===== config.mk =====
export PLATFORM = sky130hd
export DESIGN_NAME = dev_fifo_read_port
export DESIGN_NICKNAME = d
export VERILOG_FILES = /design/src/rtl/dev_fifo_read_port_pkg.sv /design/src/rtl/dev_fifo_read_port_byte_fifo.sv /design/src/rtl/dev_fifo_read_port.sv
export SDC_FILE = /design/constraint.sdc
export NUM_CORES = 1
export LEC_CHECK = 0
export ABC_AREA = 1
export BUFFER_PORTS_ARGS = -buffer_cell sky130_fd_sc_hd__buf_4
export CORE_UTILIZATION = 35
export CTS_CLUSTER_SIZE = 20
export DETAILED_ROUTE_END_ITERATION = 7
export MAX_ROUTING_LAYER = met4
export PLACE_DENSITY_LB_ADDON = 0.05
export REMOVE_ABC_BUFFERS = 1
export SLEW_MARGIN = 20
export SYNTH_ARGS = -nofsm -noshare
export SYNTH_HDL_FRONTEND = slang
export SYNTH_SLANG_ARGS = --single-unit

===== constraint.sdc =====
create_clock -name clk -period 6.26 [get_ports clk]
set_input_delay 0.313 -clock clk [delete_from_list [all_inputs] [get_ports clk]]
set_output_delay 0.313 -clock clk [all_outputs]
set_load 0.05 [all_outputs]

===== src/rtl/dev_fifo_read_port_pkg.sv =====
// Shared I/O device definitions: decode configuration, device-type selector and
// status-byte layout for the FIFO read port.
package MSX;

   typedef struct packed {
      logic       enable;
      logic [7:0] port;
      logic [7:0] mask;
   } io_device_t;

   typedef enum logic [2:0] {
      DEV_NONE,
      DEV_LATCH_PORT,
      DEV_FIFO_READ_PORT
   } device_type_t;

   localparam int unsigned ST_AVAIL  = 7;
   localparam int unsigned ST_FULL   = 6;
   localparam int unsigned ST_OVF    = 5;
   localparam int unsigned ST_CNT_HI = 4;
   localparam int unsigned ST_CNT_LO = 0;

   localparam logic [7:0] IDLE_READ = 8'hFF;

endpackage


===== src/rtl/dev_fifo_read_port_byte_fifo.sv =====
// Byte FIFO with synchronous storage and wrapping pointers. The caller is
// responsible for qualifying push with ~full and pop with ~empty.
module byte_fifo #(
   parameter int unsigned DEPTH = 16,
   parameter int unsigned CW    = $clog2(DEPTH) + 1
) (
   input  logic          clk,
   input  logic          reset,
   input  logic          push,
   input  logic [7:0]    push_data,
   input  logic          pop,
   output logic [7:0]    head,
   output logic [CW-1:0] count,
   output logic          full,
   output logic          empty
);

   localparam int unsigned AW = $clog2(DEPTH);

   logic [7:0]    mem [DEPTH];
   logic [AW-1:0] rd_ptr_q, rd_ptr_d;
   logic [AW-1:0] wr_ptr_q, wr_ptr_d;
   logic [CW-1:0] count_q, count_d;

   // Storage is deliberately left out of reset; only pointers define validity.
   always_ff @(posedge clk) begin
      if (push) begin
         mem[wr_ptr_q] <= push_data;
      end
   end

   always_comb begin
      rd_ptr_d = rd_ptr_q;
      wr_ptr_d = wr_ptr_q;
      count_d  = count_q;
      if (push) begin
         wr_ptr_d = wr_ptr_q + AW'(1);
      end
      if (pop) begin
         rd_ptr_d = rd_ptr_q + AW'(1);
      end
      count_d = count_q + CW'(push) - CW'(pop);
   end

   always_ff @(posedge clk) begin
      if (reset) begin
         rd_ptr_q <= '0;
         wr_ptr_q <= '0;
         count_q  <= '0;
      end else begin
         rd_ptr_q <= rd_ptr_d;
         wr_ptr_q <= wr_ptr_d;
         count_q  <= count_d;
      end
   end

   assign head  = mem[rd_ptr_q];
   assign count = count_q;
   assign full  = (count_q == CW'(DEPTH));
   assign empty = (count_q == '0);

endmodule


===== src/rtl/dev_fifo_read_port.sv =====
// CPU-readable inbound FIFO port: DATA pops bytes pushed by a peripheral producer,
// STATUS reports avail/full/sticky-overflow/count.
module dev_fifo_read_port
   import MSX::*;
#(
   parameter int unsigned DEPTH = 16,
   parameter int unsigned CW    = $clog2(DEPTH) + 1
) (
   input  logic             clk,
   input  logic             reset,
   input  logic [7:0]       addr,
   input  logic             iorq,
   input  logic             m1,
   input  logic             rd,
   input  logic             req,
   input  MSX::io_device_t  io_device,
   input  logic             push_valid,
   input  logic [7:0]       push_data,
   output logic             push_ready,
   output logic [7:0]       data_out,
   output logic             data_oe
);

   logic          io_en;
   logic          sel;
   logic          pop;
   logic          push;
   logic          status_strobe;
   logic [7:0]    head;
   logic [CW-1:0] count;
   logic          full;
   logic          empty;
   logic [7:0]    status;
   logic          ovf_q, ovf_d;

   assign io_en = iorq && !m1;
   assign sel   = io_device.enable && io_en &&
                  ((addr & io_device.mask & 8'hFE) == (io_device.port & 8'hFE));

   assign data_oe       = sel && rd;
   assign pop           = data_oe && req && !addr[0] && !empty;
   assign status_strobe = data_oe && req && addr[0];

   assign push_ready = !full;
   assign push       = push_valid && !full;

   byte_fifo #(
      .DEPTH (DEPTH),
      .CW    (CW)
   ) u_fifo (
      .clk       (clk),
      .reset     (reset),
      .push      (push),
      .push_data (push_data),
      .pop       (pop),
      .head      (head),
      .count     (count),
      .full      (full),
      .empty     (empty)
   );

   always_comb begin
      status                      = '0;
      status[ST_AVAIL]            = !empty;
      status[ST_FULL]             = full;
      status[ST_OVF]              = ovf_q;
      status[ST_CNT_HI:ST_CNT_LO] = 5'(count);
   end

   always_comb begin
      data_out = IDLE_READ;
      if (data_oe) begin
         if (addr[0]) begin
            data_out = status;
         end else if (!empty) begin
            data_out = head;
         end
      end
   end

   // A dropped byte in the same cycle as a status read must stay visible.
   always_comb begin
      ovf_d = ovf_q;
      if (push_valid && full) begin
         ovf_d = 1'b1;
      end else if (status_strobe) begin
         ovf_d = 1'b0;
      end
   end

   always_ff @(posedge clk) begin
      if (reset) begin
         ovf_q <= 1'b0;
      end else begin
         ovf_q <= ovf_d;
      end
   end

endmodule


==> impl_metrics.ini <==
[die]
row_count = 49
pin_count = 50
start_util = 0.3574
die_area_um2 = 18890
die_h_um = 137.4
chipWidth_um = 137.4
core_um2 = 17960

[critical_path]
crit_type = flop to output pin
critPathMaxStageDelay_ns = 0.91
path_max_fanout = 65
critPathArrivalTime_ns = 3.55
critPathCaptureType = output pin
required_ns = 5.95
cp_num_buf_inv = 3
worstPathCellList = buf_4 -> clkinv_2 -> o21ai_0 -> o211ai_1 -> nand3_1 -> nand3_1 -> nand2_1 -> nand2_1 -> buf_4
critical_path.top_delay_family = buffers and inverters
cp-start-kind = flop
worst_path_max_delay_cell = clkinv_2

[sta]
max_freq_mhz = 258.7
hold_ws_ns = 0.1169
setup_viol_count_final = 0
slew_viol_final = 0
min_period_over_period = 0.6174
worst_slew_pin_slew_ns = 1.054
slew_headroom = 0.2947
finalHoldViolCount = 0
fin_crit_ns = 3.865
setup_ws_ns = 2.395
skew_ns = 0.01105
rsz0062_at_grt = no
setup_tns_ns = 0

[global_routing]
grt_max_degree = 66
overflow = 0
grt_pass1_wl_um = 24100
grt_use_total = 0.1864
grt_pass1_vias = 4206
grt_antenna_before_repair = 0

[clocking]
cts_setup_buffers = 0
cts_resized = 0
clk_pin_slew_ns = 0.06
cts.sink_count = 146
clock_latency_ns = 0.42
clock_path_buffers = 2
cts_tree = built
htree_levels = 4
cts_made_buffers = 17
cts_root_buffer = clkbuf_16
hold_buffers = 0

[routing]
wl_met2_um = 7445
drt-total-wl_um = 16040
top_layer_used = met4
drt_iter0_drc = 344
via_per_inst = 5.004
drt_first_pass_iters = 5
remaining_drc_errors = 0
wl_met1_um = 7762
met3WireLength_um = 445
wl_per_cell_um = 18.02
final_antenna_net_count = 0
dr_total_vias = 4454

[pwr]
finalPower_w = 0.002495
p_leak_nw = 2.790
power_density_nw_per_um2 = 328.9
vdd_ir_drop_max_v = 0.0002197

[placement]
gp_congestion = 0.7687
pre_cts_ws_ns = 3.168
placedCellCount = 858
hpwl_um = 9759
io_buffer_count = 47

[final_layout]
mostFrequentLayoutCell = nor2_1
fillers = 1733
layout-drive-gt1-share = 0.1346
nNetsFinal = 700
diodes = 0
stdcell_count = 890
final_cell_mix = nor2_1 (137), edfxtp_1 (128), o21ai_0 (70)
synthToLayoutAreaGrowth_pct = 18.14

[logic_synthesis]
ys_seq_area_frac = 0.6548
synth_top_cell_area_share = 0.5987
avgSynthCellArea_um2 = 10.59
yosysTopAreaCell = edfxtp_1
ys_warn_count = 0
synthCells = 606
synth_area_leaders = edfxtp_1 (60%), nor2_1 (8.2%), dfxtp_1 (5.6%)
ys_ff_latch = 146
syn-cell-area_um2 = 6420
synth_cell_types = 26

[status]
outcome = complete, no violations

[run]
drv_cap = 0

[min_path]
holdCritPathClass = primary input to flop
-- synthesized netlist by cell type --
master    count
dfxtp_1      18
nand4_2       1
a31oi_1       1
nand2b_1      1
xnor2_1       1
fa_1          1
inv_2         2
o21ai_1       2
xor2_1        2
o21ai_0      70
inv_1        39
clkbuf_1     11
a21oi_1      16
ha_1         11
nand4_1       4
edfxtp_1    128
buf_4         2
nand3_1      41
clkbuf_2      3
nor2_1      140
nand3_2       1
buf_6         3
nand2_1      68
o211ai_1     32
buf_2         7
nor2_4        1
-- final cells by class --
class | instances | area [µm²] | share of cell area
sequential | 146 | 4207 | 0.5546
tap | 229 | 286.5 | 0.03778
clock inverter | 15 | 214.0 | 0.02821
inverter | 41 | 155.1 | 0.02046
timing repair buffer | 49 | 367.9 | 0.04850
multi-input combinational | 393 | 1929 | 0.2544
clock buffer | 17 | 425.4 | 0.05609
-- final timing paths --
kind | startpoint | endpoint | slack (ns) | cells after the start
hold reg to reg | ovf_q | ovf_q | 0.47 | 2
hold / removal | reset | u_fifo.count[1] | 0.12 | 2
setup / recovery | flop | data_out[3] | 2.40 | 9
setup reg to reg | u_fifo.count[2] | u_fifo.count[4] | 3.38 | 16
-- sequential cells by signal (all words and copies together), names as in the netlist, named ones only --
signal and cells:
u_fifo.wr_ptr_q 4, ovf_q 1, u_fifo.rd_ptr_q 4, u_fifo.mem 128
u_fifo.count 5
-- report_power, final --
part           internal [W]  total [W]  switching [W]
Combinational     0.0000884   0.000274       0.000186
Sequential          0.00110    0.00112      0.0000211
Clock              0.000703    0.00110       0.000395
-- per-stage QoR --
stage / util / cell area [µm²]
floorplan: - / 6280
global placement: 0.3862 / 6937
detailed placement: 0.3864 / 6942
CTS: 0.4220 / 7581
global route: 0.4222 / 7585
finish: 0.4222 / 7585
-- kinds of logic (layout without fill, tap and decap cells) --
family / after synthesis / count (layout) / synth area share
buffers and inverters: 67 / 122 / 0.04580
AO/OA/AOI/OAI: 121 / 121 / 0.1070
AND/OR/NAND/NOR: 257 / 257 / 0.1637
adder cells (fa/ha/maj): 12 / 12 / 0.02456
flip-flops: 146 / 146 / 0.6548
XOR/XNOR: 3 / 3 / 0.004094
-- metal layers --
layer,track usage,vias up
li1,-,2204
met1,0.2527,2147
met2,0.2769,82
met3,0.03311,21
met4,0.07265,0
met5,-,-
(Power assumes the default switching activity.)
